<file path="src/rtl/task_mode_arbiter_if.sv">
// Handshake bundle between the task arbiter and its surroundings: switch requests,
// strobes and task colours in, selection and pixel colour out.
interface task_mode_arbiter_if #(
    parameter int N = 4
);
    localparam int IW = $clog2(N);

    logic            tick;
    logic [N-1:0]    req;
    logic            frame_begin;
    logic [16*N-1:0] colour_in;
    logic [15:0]     default_colour;

    logic [N-1:0]    active_onehot;
    logic [IW-1:0]   active_idx;
    logic            any_active;
    logic            seg_en;
    logic            blanking;
    logic [15:0]     oled_colour;

    modport master (
        output tick, req, frame_begin, colour_in, default_colour,
        input  active_onehot, active_idx, any_active, seg_en, blanking, oled_colour
    );

    modport slave (
        input  tick, req, frame_begin, colour_in, default_colour,
        output active_onehot, active_idx, any_active, seg_en, blanking, oled_colour
    );
endinterface

</file>
<file path="src/rtl/task_mode_arbiter.sv">
// Picks one of N display tasks from debounced switches (lowest index wins) and
// blanks the OLED for a number of frames whenever the selection changes.
module task_mode_arbiter #(
    parameter int          N              = 4,
    parameter int          DEBOUNCE_TICKS = 16,
    parameter int          BLANK_FRAMES   = 2,
    parameter logic [15:0] BLANK_COLOUR   = 16'h0000
) (
    input  logic                 clk,
    input  logic                 reset,
    task_mode_arbiter_if.slave   bus
);
    localparam int IW = $clog2(N);
    localparam int CW = $clog2(DEBOUNCE_TICKS + 1);
    localparam int FW = $clog2(BLANK_FRAMES + 1);

    typedef enum logic [1:0] {IDLE, RUN, BLANK} state_t;

    logic [N-1:0]  sync1, sync2, stable;
    logic [CW-1:0] cnt [N];

    // NOTE: the per-channel counters are ordinary flops, not RAM, so they take the async reset too.
    always_ff @(posedge clk or posedge reset) begin
        if (reset) begin
            sync1  <= '0;
            sync2  <= '0;
            stable <= '0;
            for (int k = 0; k < N; k++) cnt[k] <= '0;
        end else begin
            sync1 <= bus.req;
            sync2 <= sync1;
            if (bus.tick) begin
                for (int k = 0; k < N; k++) begin
                    if (sync2[k] != stable[k]) begin
                        if (cnt[k] == CW'(DEBOUNCE_TICKS - 1)) begin
                            stable[k] <= ~stable[k];
                            cnt[k]    <= '0;
                        end else begin
                            cnt[k] <= cnt[k] + 1'b1;
                        end
                    end else begin
                        cnt[k] <= '0;
                    end
                end
            end
        end
    end

    logic [N-1:0]  cand_onehot;
    logic [IW-1:0] cand_idx;

    // Descending scan so the lowest set index is the last one written.
    always_comb begin
        cand_onehot = '0;
        cand_idx    = '0;
        for (int k = N - 1; k >= 0; k--) begin
            if (stable[k]) begin
                cand_onehot    = '0;
                cand_onehot[k] = 1'b1;
                cand_idx       = IW'(k);
            end
        end
    end

    state_t        state;
    logic [FW-1:0] frames_left;

    // A new candidate always wins over a coincident frame_begin, restarting the blank.
    always_ff @(posedge clk or posedge reset) begin
        if (reset) begin
            state             <= IDLE;
            frames_left       <= '0;
            bus.active_onehot <= '0;
            bus.active_idx    <= '0;
            bus.any_active    <= 1'b0;
            bus.seg_en        <= 1'b1;
            bus.blanking      <= 1'b0;
        end else if (cand_onehot != bus.active_onehot) begin
            state             <= BLANK;
            frames_left       <= FW'(BLANK_FRAMES);
            bus.active_onehot <= cand_onehot;
            bus.active_idx    <= cand_idx;
            bus.any_active    <= |cand_onehot;
            bus.seg_en        <= ~|cand_onehot;
            bus.blanking      <= 1'b1;
        end else if (state == BLANK && bus.frame_begin) begin
            if (frames_left == FW'(1)) begin
                state        <= bus.any_active ? RUN : IDLE;
                frames_left  <= '0;
                bus.blanking <= 1'b0;
            end else begin
                frames_left <= frames_left - 1'b1;
            end
        end
    end

    always_comb begin
        bus.oled_colour = bus.default_colour;
        case (state)
            BLANK: bus.oled_colour = BLANK_COLOUR;
            RUN: begin
                for (int k = 0; k < N; k++) begin
                    if (bus.active_idx == IW'(k)) bus.oled_colour = bus.colour_in[16*k +: 16];
                end
            end
            default: bus.oled_colour = bus.default_colour;
        endcase
    end
endmodule

</file>
<file path="src/flat_wrapper.sv">
// flat-port wrapper written by rule: the top's interface ports become plain ports
module task_mode_arbiter_flat 
#(
    parameter int          N              = 4,
    parameter int          DEBOUNCE_TICKS = 16,
    parameter int          BLANK_FRAMES   = 2,
    parameter logic [15:0] BLANK_COLOUR   = 16'h0000
)
  (clk, reset, bus_tick, bus_req, bus_frame_begin, bus_colour_in, bus_default_colour, bus_active_onehot, bus_active_idx, bus_any_active, bus_seg_en, bus_blanking, bus_oled_colour);
  task_mode_arbiter_if #(.N(N)) bus_i ();
  input  logic clk;
  input  logic reset;
  input wire logic [$bits(bus_i.tick)-1:0] bus_tick;
  input wire logic [$bits(bus_i.req)-1:0] bus_req;
  input wire logic [$bits(bus_i.frame_begin)-1:0] bus_frame_begin;
  input wire logic [$bits(bus_i.colour_in)-1:0] bus_colour_in;
  input wire logic [$bits(bus_i.default_colour)-1:0] bus_default_colour;
  output wire logic [$bits(bus_i.active_onehot)-1:0] bus_active_onehot;
  output wire logic [$bits(bus_i.active_idx)-1:0] bus_active_idx;
  output wire logic [$bits(bus_i.any_active)-1:0] bus_any_active;
  output wire logic [$bits(bus_i.seg_en)-1:0] bus_seg_en;
  output wire logic [$bits(bus_i.blanking)-1:0] bus_blanking;
  output wire logic [$bits(bus_i.oled_colour)-1:0] bus_oled_colour;
  assign bus_i.tick = bus_tick;
  assign bus_i.req = bus_req;
  assign bus_i.frame_begin = bus_frame_begin;
  assign bus_i.colour_in = bus_colour_in;
  assign bus_i.default_colour = bus_default_colour;
  assign bus_active_onehot = bus_i.active_onehot;
  assign bus_active_idx = bus_i.active_idx;
  assign bus_any_active = bus_i.any_active;
  assign bus_seg_en = bus_i.seg_en;
  assign bus_blanking = bus_i.blanking;
  assign bus_oled_colour = bus_i.oled_colour;
  task_mode_arbiter #(.N(N), .DEBOUNCE_TICKS(DEBOUNCE_TICKS), .BLANK_FRAMES(BLANK_FRAMES), .BLANK_COLOUR(BLANK_COLOUR)) u_core (.clk(clk), .reset(reset), .bus(bus_i));
endmodule
</file>
<file path="config.mk">
export PLATFORM = sky130hd
export DESIGN_NAME = task_mode_arbiter_flat
export DESIGN_NICKNAME = d
export VERILOG_FILES = /design/src/rtl/task_mode_arbiter_if.sv /design/src/rtl/task_mode_arbiter.sv /design/src/flat_wrapper.sv
export SDC_FILE = /design/constraint.sdc
export NUM_CORES = 1
export LEC_CHECK = 0
export ABC_AREA = 1
export BUFFER_PORTS_ARGS = -buffer_cell sky130_fd_sc_hd__clkbuf_2
export CELL_PAD_IN_SITES_DETAIL_PLACEMENT = 2
export CELL_PAD_IN_SITES_GLOBAL_PLACEMENT = 2
export CORE_MARGIN = 5
export CORE_UTILIZATION = 29
export CTS_BUF_LIST = sky130_fd_sc_hd__clkbuf_4 sky130_fd_sc_hd__clkbuf_8
export DETAILED_ROUTE_END_ITERATION = 10
export PLACE_DENSITY_LB_ADDON = 0.12
export SLEW_MARGIN = 0
export SYNTH_ARGS = -nofsm -noshare
export SYNTH_HDL_FRONTEND = slang
export SYNTH_SLANG_ARGS = --single-unit
export TNS_END_PERCENT = 10
</file>
<file path="constraint.sdc">
create_clock -name clk -period 3.11 [get_ports clk]
set_input_delay 0.4665 -clock clk [delete_from_list [all_inputs] [get_ports clk]]
set_output_delay 0.4665 -clock clk [all_outputs]
set_load 0.01 [all_outputs]
</file>
# Word-level counts from Yosys, hierarchy flattened
# Index checks and enable logic that the tools add are counted.
[word_totals] register_bits=45 latchBits=0 ram_bits=0 mem_bits_ro=0 output_inout_bits=25 n_memories=0
[classes] add_sub_neg=5 multipliers=0 div=0 order_cmp=0 n_eq_ne=15 shift=0 muxes=31 n_bitwise=4 n_reduce_logical=11
[op_table] cell="16-bit 2-to-1 mux" count=4
[op_table] cell="5-bit 2-to-1 mux" count=8
[op_table] cell="16-bit one-hot mux with 2 select lines" count=1
[op_table] cell="5-bit by 1-bit adder with 5-bit output, second input constant" count=4
[op_table] cell="5-bit by 4-bit equality test with 1-bit output, second input constant" count=4
[op_table] cell="2-bit 2-to-1 mux" count=10
[op_table] cell="4-bit 2-to-1 mux" count=4
[op_table] cell="3-bit AND reduction" count=4
[op_table] cell="2-bit by 1-bit equality test with 1-bit output, second input constant" count=3
[op_table] cell="2-bit equality test, second input constant" count=3
[op_table] cell="1-bit 2-to-1 mux" count=4
[op_table] cell="1-bit != test" count=4
[op_table] cell="4-bit != test" count=1
[op_table] cell="1-bit NOT" count=4
[op_table] cell="2-bit nonzero test" count=2
[op_table] cell="4-bit OR reduction" count=1
[op_table] cell="2-bit logical NOT" count=1
[op_table] cell="2-bit AND reduction" count=1
[op_table] cell="2-bit by 1-bit subtractor with 2-bit output, second input constant" count=1
[op_table] cell="1-bit logical AND" count=1
[op_table] cell="1-bit logical NOT" count=1

# Longest topological paths before layout
[logic_depth] ltp_word=7 mapped_depth=9

# Least setup slack after synthesis
# OpenSTA, ideal clock, no wires.
[synth_path] path_type="register to output" startpoint="reg, netlist name u_core.bus.blanking" endpoint="out bus_oled_colour[2]" t_arrival_ps=1571 required_ps=2643 path_slack_ps=1073 path_stages_with_launch=9 cell_sequence="dfrtp_1 > inv_1 > ha_1 > buf_2 > inv_2 > nand2_1 > inv_1 > o21ai_0 > o21ai_0"
[synth_rtl] item="to (decl)" line="flat_wrapper.sv:23" rtl="output wire logic [$bits(bus_i.oled_colour)-1:0] bus_oled_colour;"

==> run summary <==
Result of the run: complete, no violations
Peak VDD IR: 0.3167 mV
Leading post-synthesis cells by instance count: 96 x sky130_fd_sc_hd__nand2_1, 43 x sky130_fd_sc_hd__dfrtp_1, 38 x sky130_fd_sc_hd__inv_1
Final Setup Violations: 0
Synth warn: 0
CTS tree: done
Inserted Clock Buffers: 5
Layout cell share with drive strength beyond 1: 0.3120
PortBufs: 112
Asr flop ratio synth: 1.000
Register-to-Register Setup Slack: 1590 ps
Max transition margin: 0.4154
Detailed placement HPWL: 7.821 mm
Cell count of the worst reg-to-reg path: 8
Highest fanout seen on the critical path: 11
Max-capacitance violation count: 0
Pwr/cell area: 528.6 nW/um^2
Cell with the most instances after synthesis: sky130_fd_sc_hd__nand2_1
Average routed wire per standard cell: 15.86 um
Placed cell area: 3453 um^2
RSZ-0062 raised after global routing: false
Number of iterations in the first detailed-routing pass: 4
Via count of the first global-routing pass: 3236
Row count: 35
Synthesized cell area: 2773 um^2
Worst setup EP type: output pin
Slew at the pin closest to its max-slew limit: 871.6 ps
Number of nets in the finished design: 578
Fillers: 1144
Area leader, netlist: sky130_fd_sc_hd__dfrtp_1
Detailed-route DRC error count: 0
Setup Slack @ Placement: 483.7 ps
Portion of synthesized cell area occupied by the leading cell type: 0.3881
Die outline area: 11620 um^2
CORE AREA: 9284 um^2
Iteration-0 DRC count of the detailed router: 76
Critical path data arrival time: 2290 ps
Post-Syn Instances: 374
Dominant synthesized flop cell: sky130_fd_sc_hd__dfrtp_1
Beginning of the worst register-to-register path: u_core.stable[0]
Highest attainable clock frequency: 362.4 MHz
Classification of the worst-slack hold path: input pin to async pin
Synth-to-layout area growth: 28.66%
Die span in y: 107.8 um
Count of flip-flops with a built-in enable after synthesis: 0
Number of antenna diodes: 0
Min cycle time layout: 2759 ps
Reg2Reg Capture Point: u_core.frames_left[1]
H-tree levels: 2
Startpoint class of the critical path: flip-flop
Cell types occupying the most area after synthesis: sky130_fd_sc_hd__dfrtp_1 39%, sky130_fd_sc_hd__nand2_1 13%, sky130_fd_sc_hd__o21ai_0 5.4%
Required time at the worst-slack endpoint: 2640 ps
Die width: 107.8 um
Final-report hold violation count: 0
Master cell of the clock root buffer: sky130_fd_sc_hd__clkbuf_8
GR Util All Layers: 0.1698
Insertion delay of the later-clocked pin in the worst-skew pair: 300 ps
ANT nets after route: 0
Cts hold-fix bufs: 0
Finished Core Util: 0.3842
Number of register bits inferred by synthesis: 44
Boundary pin count: 113
Post-Route Setup TNS: 0 ps
Static Leakage: 1.943 nW
Max clock buf depth: 2
Crit path kind: flip-flop to output pin
Average cell area after synthesis: 7.414 um^2
Sum of overflow across all layers after global routing: 0
Period utilisation layout: 0.8872
Avg Vias per Cell: 4.794
Clock slew at reported path FFs: 90 ps
Final GP Congestion: 0.7586
Antenna violations before repair: 0
Max-slew violations: 0
Routed vias: 2939
Detailed Route WL: 9.724 mm
Cell variety after synth: 36
Setup slack after layout: 350.8 ps
Post-Route Skew: 8.392 ps
Global-route wire length before repair: 15.92 mm
Net count after synthesis: 469
Maximum number of pins on one net before global-route repair: 24
Starting density of the core: 0.2987
Final design instance area without fill: 3567 um^2
# clock sinks: 44
Sequential fraction of the synthesis area: 0.3976
Worst setup path startpoint: u_core.bus.blanking
cells in the final DEF, fill, tap and decap left out, drive strengths merged:
master	netlist	routed
buf	9	4
clkinvlp	0	1
nor3	1	1
or2	6	6
o221ai	3	3
clkinv	0	2
o21ai	47	47
a21oi	8	8
clkbuf	5	117
nor2	40	40
nand2	102	102
xnor2	1	1
ha	7	7
dfstp	1	1
xor2	10	10
bufinv	0	1
o22ai	4	4
dfrtp	43	43
o211ai	12	12
nand3	24	24
nand4	2	2
inv	44	43
nand3b	1	1
a21boi	4	4
report_power, final:
group	total, W	switching, W	internal (W)
combinational	0.000773	0.000471	0.000302
sequential	0.000667	0.0000431	0.000624
clock	0.000446	0.000208	0.000238
total	0.00189	0.000722	0.00116
routing by layer:
layer  GRT usage  part of all wire  vias up
li1            -                 -     1422
met1      0.1920              0.42     1425
met2      0.3268              0.51       84
met3     0.02999             0.056        8
met4     0.03877             0.012        0
met5           0                 0        -
stage by stage:
step           cells  hold WS (ps)  power, W
2_1_floorplan    374         331.2  0.001135
3_3_place_gp     605         336.1  0.001437
4_1_cts          613         234.0  0.001917
3_5_place_dp     605         337.0  0.001470
6_report         613         218.6  0.001886
5_1_grt          613         255.3  0.002030
registers in the layout, summed over array words and instances, names as in the netlist:
| signal | cells |
|---|---|
| u_core.cnt | 20 |
| u_core.bus.active_onehot | 4 |
| u_core.stable | 4 |
| u_core.sync1 | 4 |
| u_core.sync2 | 4 |
| u_core.bus.active_idx | 2 |
| u_core.frames_left | 2 |
| u_core.bus.any_active | 1 |
| u_core.bus.blanking | 1 |
| u_core.bus.seg_en | 1 |
| u_core.state | 1 |
critical path: stages, from the launching register on:
cell and delay, ps:
sky130_fd_sc_hd__dfrtp_1 380, sky130_fd_sc_hd__inv_1 80, sky130_fd_sc_hd__ha_1 410, sky130_fd_sc_hd__inv_2 220
sky130_fd_sc_hd__nand2_2 190, sky130_fd_sc_hd__inv_1 220, sky130_fd_sc_hd__o21ai_0 110, sky130_fd_sc_hd__o21ai_0 200
sky130_fd_sc_hd__clkbuf_2 180
worst max path at each step:
stage                         endpoint  slack [ps]  cells after the start
CTS                 bus_oled_colour[7]         140                      8
floorplan           bus_oled_colour[2]        1070                      8
global route        bus_oled_colour[7]         150                      8
detailed placement  bus_oled_colour[7]         480                      8
global placement    bus_oled_colour[7]         640                      8
finish              bus_oled_colour[7]         350                      8
final cells by class:
| type | instances | area (um^2) | area share |
|---|---|---|---|
| clock buffer | 5 | 68.82 | 0.01929 |
| multi-input combinational | 272 | 1436 | 0.4027 |
| sequential | 44 | 1102 | 0.3090 |
| inverter | 44 | 165.2 | 0.04630 |
| clock inverter | 3 | 42.54 | 0.01193 |
| tap | 129 | 161.4 | 0.04525 |
| timing repair buffer | 116 | 590.6 | 0.1656 |
timing repair:
item,4_1_cts,5_1_grt
buffers inserted,0,0
setup endpoints to repair,0,1
gates resized for setup,0,1
kinds of logic after synthesis:
logic type / share of synthesized area
xor+xnor: 0.03746
flops: 0.3976
simple gates: 0.2856
buf+inv: 0.08529
fa+ha+maj: 0.03159
compound gates: 0.1625
Note: power is estimated with default switching activity, not from simulation.
